$ cat src/rtl/ps2_scancode_decoder_if.sv
// Byte handshake from the ps2_keyboard FIFO plus the decoded key-event bundle.
// The slave modport is the decoder; the master modport is the FIFO/consumer side.
interface ps2_scancode_decoder_if #(
  parameter int unsigned CNT_W = 8
);
  logic [7:0]       ps2_data;
  logic             ps2_ready;
  logic             ps2_overflow;
  logic             nextdata_n;
  logic             key_valid;
  logic [7:0]       key_code;
  logic             key_ext;
  logic             key_break;
  logic             key_repeat;
  logic             key_held;
  logic [CNT_W-1:0] key_cnt;
  logic             err_ovf;
  logic [7:0]       ascii;

  modport master (
    output ps2_data, ps2_ready, ps2_overflow,
    input  nextdata_n, key_valid, key_code, key_ext, key_break, key_repeat,
    input  key_held, key_cnt, err_ovf, ascii
  );

  modport slave (
    input  ps2_data, ps2_ready, ps2_overflow,
    output nextdata_n, key_valid, key_code, key_ext, key_break, key_repeat,
    output key_held, key_cnt, err_ovf, ascii
  );
endinterface

$ cat src/rtl/ps2_scancode_decoder.sv
// Pops bytes from the ps2_keyboard FIFO, resolves E0/F0 prefixes and emits key events.
// Optional PS2_ASCII_EN: shift tracking and a scan-code to ASCII translation on make events.
module ps2_scancode_decoder #(
  parameter int unsigned CNT_W         = 8,
  parameter bit          IGNORE_REPEAT = 1'b1
) (
  input  logic                  clk,
  input  logic                  rst,
  ps2_scancode_decoder_if.slave bus
);
  localparam logic [7:0] CODE_EXT   = 8'hE0;
  localparam logic [7:0] CODE_BRK   = 8'hF0;
  localparam logic [7:0] CODE_LSHFT = 8'h12;
  localparam logic [7:0] CODE_RSHFT = 8'h59;

  typedef enum logic [1:0] {S_IDLE, S_POP, S_DEC} state_t;

  state_t           state;
  logic [7:0]       byte_r;
  logic             ext_pend;
  logic             brk_pend;
  logic [8:0]       held_key;
  logic             nextdata_n_r;
  logic             key_valid_r;
  logic [7:0]       key_code_r;
  logic             key_ext_r;
  logic             key_break_r;
  logic             key_repeat_r;
  logic             key_held_r;
  logic [CNT_W-1:0] key_cnt_r;
  logic             err_ovf_r;

  // Status bytes from the keyboard carry no key information unless a prefix is pending.
  logic discard_c;
  logic match_c;
  logic repeat_c;
  assign discard_c = !ext_pend && !brk_pend &&
                     (byte_r inside {8'h00, 8'hFF, 8'hAA, 8'hFA, 8'hEE, 8'hFE});
  assign match_c   = (held_key == {ext_pend, byte_r});
  assign repeat_c  = key_held_r && match_c;

`ifdef PS2_ASCII_EN
  logic       shift_r;
  logic [7:0] ascii_r;
  logic [7:0] ascii_c;

  always_comb begin
    ascii_c = 8'h00;
    case (byte_r)
      8'h1C: ascii_c = "a";  8'h32: ascii_c = "b";  8'h21: ascii_c = "c";  8'h23: ascii_c = "d";
      8'h24: ascii_c = "e";  8'h2B: ascii_c = "f";  8'h34: ascii_c = "g";  8'h33: ascii_c = "h";
      8'h43: ascii_c = "i";  8'h3B: ascii_c = "j";  8'h42: ascii_c = "k";  8'h4B: ascii_c = "l";
      8'h3A: ascii_c = "m";  8'h31: ascii_c = "n";  8'h44: ascii_c = "o";  8'h4D: ascii_c = "p";
      8'h15: ascii_c = "q";  8'h2D: ascii_c = "r";  8'h1B: ascii_c = "s";  8'h2C: ascii_c = "t";
      8'h3C: ascii_c = "u";  8'h2A: ascii_c = "v";  8'h1D: ascii_c = "w";  8'h22: ascii_c = "x";
      8'h35: ascii_c = "y";  8'h1A: ascii_c = "z";
      8'h45: ascii_c = "0";  8'h16: ascii_c = "1";  8'h1E: ascii_c = "2";  8'h26: ascii_c = "3";
      8'h25: ascii_c = "4";  8'h2E: ascii_c = "5";  8'h36: ascii_c = "6";  8'h3D: ascii_c = "7";
      8'h3E: ascii_c = "8";  8'h46: ascii_c = "9";
      8'h29: ascii_c = 8'h20;
      8'h5A: ascii_c = 8'h0D;
      default: ascii_c = 8'h00;
    endcase
    // Only letters change case with shift.
    if (shift_r && (ascii_c >= "a") && (ascii_c <= "z")) ascii_c = ascii_c - 8'h20;
  end

  assign bus.ascii = ascii_r;
`else
  assign bus.ascii = 8'h00;
`endif

  always_ff @(posedge clk or negedge rst) begin
    if (!rst) begin
      state        <= S_IDLE;
      byte_r       <= 8'h00;
      ext_pend     <= 1'b0;
      brk_pend     <= 1'b0;
      held_key     <= 9'h000;
      nextdata_n_r <= 1'b1;
      key_valid_r  <= 1'b0;
      key_code_r   <= 8'h00;
      key_ext_r    <= 1'b0;
      key_break_r  <= 1'b0;
      key_repeat_r <= 1'b0;
      key_held_r   <= 1'b0;
      key_cnt_r    <= '0;
      err_ovf_r    <= 1'b0;
`ifdef PS2_ASCII_EN
      shift_r      <= 1'b0;
      ascii_r      <= 8'h00;
`endif
    end else begin
      key_valid_r <= 1'b0;
      if (bus.ps2_overflow) err_ovf_r <= 1'b1;

      case (state)
        S_IDLE: begin
          if (bus.ps2_ready) begin
            byte_r       <= bus.ps2_data;
            nextdata_n_r <= 1'b0;
            state        <= S_POP;
          end
        end
        S_POP: begin
          nextdata_n_r <= 1'b1;
          state        <= S_DEC;
        end
        S_DEC: begin
          state <= S_IDLE;
          if (byte_r == CODE_EXT) begin
            ext_pend <= 1'b1;
          end else if (byte_r == CODE_BRK) begin
            brk_pend <= 1'b1;
          end else if (!discard_c) begin
            key_valid_r <= 1'b1;
            key_code_r  <= byte_r;
            key_ext_r   <= ext_pend;
            key_break_r <= brk_pend;
            ext_pend    <= 1'b0;
            brk_pend    <= 1'b0;
            if (brk_pend) begin
              // Releasing an untracked key leaves the held key alone.
              key_repeat_r <= 1'b0;
              if (match_c) key_held_r <= 1'b0;
            end else begin
              key_repeat_r <= repeat_c;
              if (!repeat_c || !IGNORE_REPEAT) key_cnt_r <= key_cnt_r + CNT_W'(1);
              held_key   <= {ext_pend, byte_r};
              key_held_r <= 1'b1;
            end
`ifdef PS2_ASCII_EN
            ascii_r <= brk_pend ? 8'h00 : ascii_c;
            if (!ext_pend && ((byte_r == CODE_LSHFT) || (byte_r == CODE_RSHFT)))
              shift_r <= !brk_pend;
`endif
          end
        end
        default: state <= S_IDLE;
      endcase
    end
  end

  assign bus.nextdata_n = nextdata_n_r;
  assign bus.key_valid  = key_valid_r;
  assign bus.key_code   = key_code_r;
  assign bus.key_ext    = key_ext_r;
  assign bus.key_break  = key_break_r;
  assign bus.key_repeat = key_repeat_r;
  assign bus.key_held   = key_held_r;
  assign bus.key_cnt    = key_cnt_r;
  assign bus.err_ovf    = err_ovf_r;
endmodule

$ cat src/flat_wrapper.sv
// flat-port wrapper written by rule: the top's interface ports become plain ports
module ps2_scancode_decoder_flat 
#(
  parameter int unsigned CNT_W         = 8,
  parameter bit          IGNORE_REPEAT = 1'b1
)
  (clk, rst, bus_ps2_data, bus_ps2_ready, bus_ps2_overflow, bus_nextdata_n, bus_key_valid, bus_key_code, bus_key_ext, bus_key_break, bus_key_repeat, bus_key_held, bus_key_cnt, bus_err_ovf, bus_ascii);
  ps2_scancode_decoder_if #(.CNT_W(CNT_W)) bus_i ();
  input  logic clk;
  input  logic rst;
  input wire logic [$bits(bus_i.ps2_data)-1:0] bus_ps2_data;
  input wire logic [$bits(bus_i.ps2_ready)-1:0] bus_ps2_ready;
  input wire logic [$bits(bus_i.ps2_overflow)-1:0] bus_ps2_overflow;
  output wire logic [$bits(bus_i.nextdata_n)-1:0] bus_nextdata_n;
  output wire logic [$bits(bus_i.key_valid)-1:0] bus_key_valid;
  output wire logic [$bits(bus_i.key_code)-1:0] bus_key_code;
  output wire logic [$bits(bus_i.key_ext)-1:0] bus_key_ext;
  output wire logic [$bits(bus_i.key_break)-1:0] bus_key_break;
  output wire logic [$bits(bus_i.key_repeat)-1:0] bus_key_repeat;
  output wire logic [$bits(bus_i.key_held)-1:0] bus_key_held;
  output wire logic [$bits(bus_i.key_cnt)-1:0] bus_key_cnt;
  output wire logic [$bits(bus_i.err_ovf)-1:0] bus_err_ovf;
  output wire logic [$bits(bus_i.ascii)-1:0] bus_ascii;
  assign bus_i.ps2_data = bus_ps2_data;
  assign bus_i.ps2_ready = bus_ps2_ready;
  assign bus_i.ps2_overflow = bus_ps2_overflow;
  assign bus_nextdata_n = bus_i.nextdata_n;
  assign bus_key_valid = bus_i.key_valid;
  assign bus_key_code = bus_i.key_code;
  assign bus_key_ext = bus_i.key_ext;
  assign bus_key_break = bus_i.key_break;
  assign bus_key_repeat = bus_i.key_repeat;
  assign bus_key_held = bus_i.key_held;
  assign bus_key_cnt = bus_i.key_cnt;
  assign bus_err_ovf = bus_i.err_ovf;
  assign bus_ascii = bus_i.ascii;
  ps2_scancode_decoder #(.CNT_W(CNT_W), .IGNORE_REPEAT(IGNORE_REPEAT)) u_core (.clk(clk), .rst(rst), .bus(bus_i));
endmodule
$ cat config.mk
export PLATFORM = sky130hd
export DESIGN_NAME = ps2_scancode_decoder_flat
export DESIGN_NICKNAME = d
export VERILOG_FILES = /design/src/rtl/ps2_scancode_decoder_if.sv /design/src/rtl/ps2_scancode_decoder.sv /design/src/flat_wrapper.sv
export SDC_FILE = /design/constraint.sdc
export NUM_CORES = 1
export LEC_CHECK = 0
export BUFFER_PORTS_ARGS = -buffer_cell sky130_fd_sc_hd__buf_2
export CAP_MARGIN = 5
export CORE_MARGIN = 5
export CORE_UTILIZATION = 40
export DETAILED_ROUTE_END_ITERATION = 8
export PLACE_DENSITY_LB_ADDON = 0.25
export SKIP_LAST_GASP = 1
export SLEW_MARGIN = 40
export SYNTH_ARGS = -nofsm -noshare
export SYNTH_HDL_FRONTEND = slang
export SYNTH_SLANG_ARGS = --single-unit
$ cat constraint.sdc
create_clock -name clk -period 2.2 [get_ports clk]
set_input_delay 0.22 -clock clk [delete_from_list [all_inputs] [get_ports clk]]
set_output_delay 0.22 -clock clk [all_outputs]
set_load 0.05 [all_outputs]
==> results_tabular.tex <==
\begin{tabular}{lr}
\hline
Metric & Value \\
\hline
\multicolumn{2}{l}{\textbf{Run status}} \\
Status & finished, final reports clean \\
\multicolumn{2}{l}{\textbf{STA}} \\
Worst hold slack & about 0.11 ns \\
Final cycle utilization of the critical path & 96.2\% \\
Final-report max-slew violation count & 0 \\
Clock skew & 0.00972 ns \\
Accumulated negative setup slack & 0 ns \\
Post-layout minimum cycle time & approximately 2.1 ns \\
Unrepaired setup endpoints after global routing & false \\
Final Setup Violations & 0 \\
Final hold violation count & 0 \\
Highest clock frequency the design can meet & 473 MHz \\
\multicolumn{2}{l}{\textbf{Yosys}} \\
Summed instance area of the synthesized netlist & 1950 sq um \\
Cell count after synthesis & 157 \\
Post-synthesis register bit count & 44 \\
Largest cells by area after synthesis & dfrtp\_1, mux2\_2, xor2\_1 \\
Cell type with the highest aggregate area in the netlist & dfrtp\_1 \\
Proportion of netlist area held by the largest area contributor & 55.1\% \\
Sequential fraction of the synthesis area & 56.4\% \\
Mean Syn Cell Area & 12.4 sq um \\
Number of distinct library cells after synthesis & 35 \\
Count of warnings emitted by yosys & 0 \\
\multicolumn{2}{l}{\textbf{Floorplanning}} \\
Placeable core region & 4720 sq um \\
Die footprint & 6380 sq um \\
Initial core utilization & 41.4\% \\
Width of the die & between 70 and 80 microns \\
IO Pins & 43 \\
Row Count & 25 \\
Vertical die dimension & 79.9 microns \\
\multicolumn{2}{l}{\textbf{Pwr}} \\
Switching Fraction & roughly 43\% \\
Power density over the cells & 1300 nW/um\^{}2 \\
Leakage power summed over all cells & 1.12 nW \\
Switching power & 1.31 mW \\
Maximum vdd drop & 0.506 mV \\
Clock share of power & 15.7\% \\
Cell-internal power & 1.74 mW \\
Logic pwr share & between 40 and 50\% \\
Part of the total power dissipated in sequential elements & 42.0\% \\
\multicolumn{2}{l}{\textbf{Setup path}} \\
Critical path type & reg2reg \\
Reg-to-reg setup timing slack & 0.08 ns \\
Worst setup path start & u\_core.byte\_r[1]\$\_DFFE\_PN0P\_ \\
Worst endpoint required time & approximately 2.4 ns \\
Crit path capture type & flip-flop \\
Biggest fanout along the worst timing path & 8 \\
Type of origin of the critical path & flip-flop \\
Arrival time at the worst endpoint & 2.30 ns \\
Launch point of the worst reg-to-reg path & u\_core.byte\_r[1]\$\_DFFE\_PN0P\_ \\
\multicolumn{2}{l}{\textbf{Clock network}} \\
CTS H-Tree Depth & 2 \\
Number of clock buffers inserted by TritonCTS & 5 \\
CTS sink cnt & 44 \\
Clock slew at reported path FFs & 0.08 ns \\
Number of setup buffers added after CTS & 0 \\
Insertion delay of the later-clocked pin in the worst-skew pair & 0.30 ns \\
Cell at the root of the clock tree & clkbuf\_8 \\
Bufs on Longest Clock Path & 2 \\
CTS tree & yes \\
\multicolumn{2}{l}{\textbf{Route}} \\
Detailed-route wire length per cell & 14.4 microns \\
Count of TritonRoute iterations in the first routing pass & 4 \\
Final Routed Wirelength & just under 4 mm \\
Antenna viol nets, final & 0 \\
Number of vias after detailed routing & 1305 \\
Remaining design rule violation count & 0 \\
Average via count per standard cell & 4.78 \\
DR iter-0 viols & 47 \\
\multicolumn{2}{l}{\textbf{Finish}} \\
Number of diodes added for antenna fixing & 0 \\
Most common library cell in the layout ignoring fill and taps & dfrtp\_1 \\
Fraction of layout cells with a size suffix above 1 & 41.7\% \\
Commonest cells after routing, fill and taps aside & dfrtp\_1, buf\_2, mux2\_2 \\
Final Net Count & $\sim$220 \\
Area growth syn-to-layout & 20.0\% \\
\multicolumn{2}{l}{\textbf{Global routing}} \\
Total routing usage reported by global routing & about 14\% \\
Number of global-route vias before repair & 1381 \\
GRT overflow & 0 \\
First-pass GRT wire length & 6.57 mm \\
Number of antenna violations at the first check in global routing & 0 \\
Largest net degree at the start of global routing & 21 \\
\multicolumn{2}{l}{\textbf{Job}} \\
Max capacitance violation total & 0 \\
\multicolumn{2}{l}{\textbf{Placed design}} \\
HPWL after detailed placement & approximately 3.0 mm \\
Port buffer count & 34 \\
GPL Wtd Cong & $\sim$0.76 \\
\multicolumn{2}{l}{\textbf{Worst hold path}} \\
Min-Delay Path Class & in2reg \\
Start point of the worst min-delay path & bus\_ps2\_overflow \\
\hline
\end{tabular}
-- worst max-delay path, cell delays in order, from the launching register on --
cell and delay [ns]:
dfrtp_1 0.38, or4_1 0.57, a2111oi_4 0.32, a21oi_2 0.12, and4b_2 0.31, mux2_4 0.31
-- logic make-up (layout without fill, tap and decap cells) --
family / Yosys count / after routing / synth area share, %
xor+xnor: 16 / 16 / 7.17
simple gates: 44 / 44 / 11.9
flops: 44 / 44 / 56.4
buf+inv: 17 / 59 / 5.76
other cells: 1 / 8 / 0.192
fa+ha+maj: 1 / 1 / 0.640
compound gates: 10 / 10 / 3.91
mux: 24 / 24 / 14.0
-- per-stage QoR --
stage / instance area (sq um) / util [%] / power [mW] / instances / worst slack, ns
2_1_floorplan: 2000 / - / 2.23 / 164 / 0.0159
6_report: 2350 / 49.7 / 3.05 / 273 / 0.0845
5_1_grt: 2350 / 49.7 / 3.23 / 273 / 0.00264
3_3_place_gp: 2250 / 47.6 / 2.53 / 264 / 0.0896
3_5_place_dp: 2250 / 47.6 / 2.58 / 264 / 0.0579
4_1_cts: 2340 / 49.5 / 3.07 / 273 / 0.0585
-- synth_stat cells (all sizes together) --
library cell / number
a2111oi: 1
a21oi: 1
a22o: 1
a2bb2oi: 1
and3: 2
and4b: 1
buf: 12
clkbuf: 3
conb: 1
dfrtp: 43
dfstp: 1
ha: 1
inv: 2
mux2: 24
nand2: 15
nand2b: 1
nand3: 1
nand4: 9
nor2: 6
nor2b: 1
nor3: 2
nor3b: 3
nor4: 1
o21ai: 4
o21bai: 1
o31ai: 1
or2: 1
or4: 1
xnor2: 6
xor2: 10
-- repair_timing --
item / 4_1_cts / 5_1_grt
gates resized for setup: 0 / 2
hold buffers: 1 / 0
hold endpoints to repair: 18 / 0
setup endpoints to repair: 0 / 1
-- power by group through the flow --
stage	Combinational [mW]	Clock [mW]	Sequential [mW]
floorplan	0.531	0	1.70
global placement	1.25	0	1.28
detailed placement	1.28	0	1.29
CTS	1.29	0.499	1.28
global route	1.38	0.526	1.32
finish	1.29	0.478	1.28
-- final cells by class --
class / instances / area (sq um)
Clock buffer: 7 / 76.3
Timing Repair Buffer: 49 / 285
Inverter: 2 / 7.51
Clock inverter: 1 / 5.00
Multi-Input combinational cell: 103 / 786
Fill cell: 443 / 2380
Tap cell: 67 / 83.8
Sequential cell: 44 / 1100
-- registers in the layout, indices dropped and copies added, names as in the netlist, 2 cells and up --
signal,flops
u_core.bus.key_cnt,8
u_core.bus.key_code,8
u_core.state,2
u_core.held_key,9
u_core.byte_r,8
-- metal layers --
layer | up-vias | GRT usage (%) | part of all wire (%)
li1 | 616 | - | -
met1 | 644 | 15.5 | 43
met2 | 37 | 22.8 | 49
met3 | 8 | 4.74 | 6.9
met4 | 0 | 6.08 | 2.0
met5 | - | 0 | 0
-- path summary, 6_finish.rpt --
| check | endpoint | cells past startpoint |
|---|---|---|
| hold reg to reg | u_core.bus.err_ovf$_DFFE_PN0P_ | 1 |
| setup / recovery | u_core.bus.key_cnt[1]$_DFFE_PN0P_ | 5 |
| hold / removal | u_core.bus.err_ovf$_DFFE_PN0P_ | 2 |
| setup reg to reg | u_core.bus.key_cnt[1]$_DFFE_PN0P_ | 5 |
| min in group asynchronous | u_core.bus.key_cnt[3]$_DFFE_PN0P_ | 2 |
| max in group asynchronous | u_core.bus.nextdata_n$_DFFE_PN1P_ | 3 |
(Power assumes the default switching activity.)
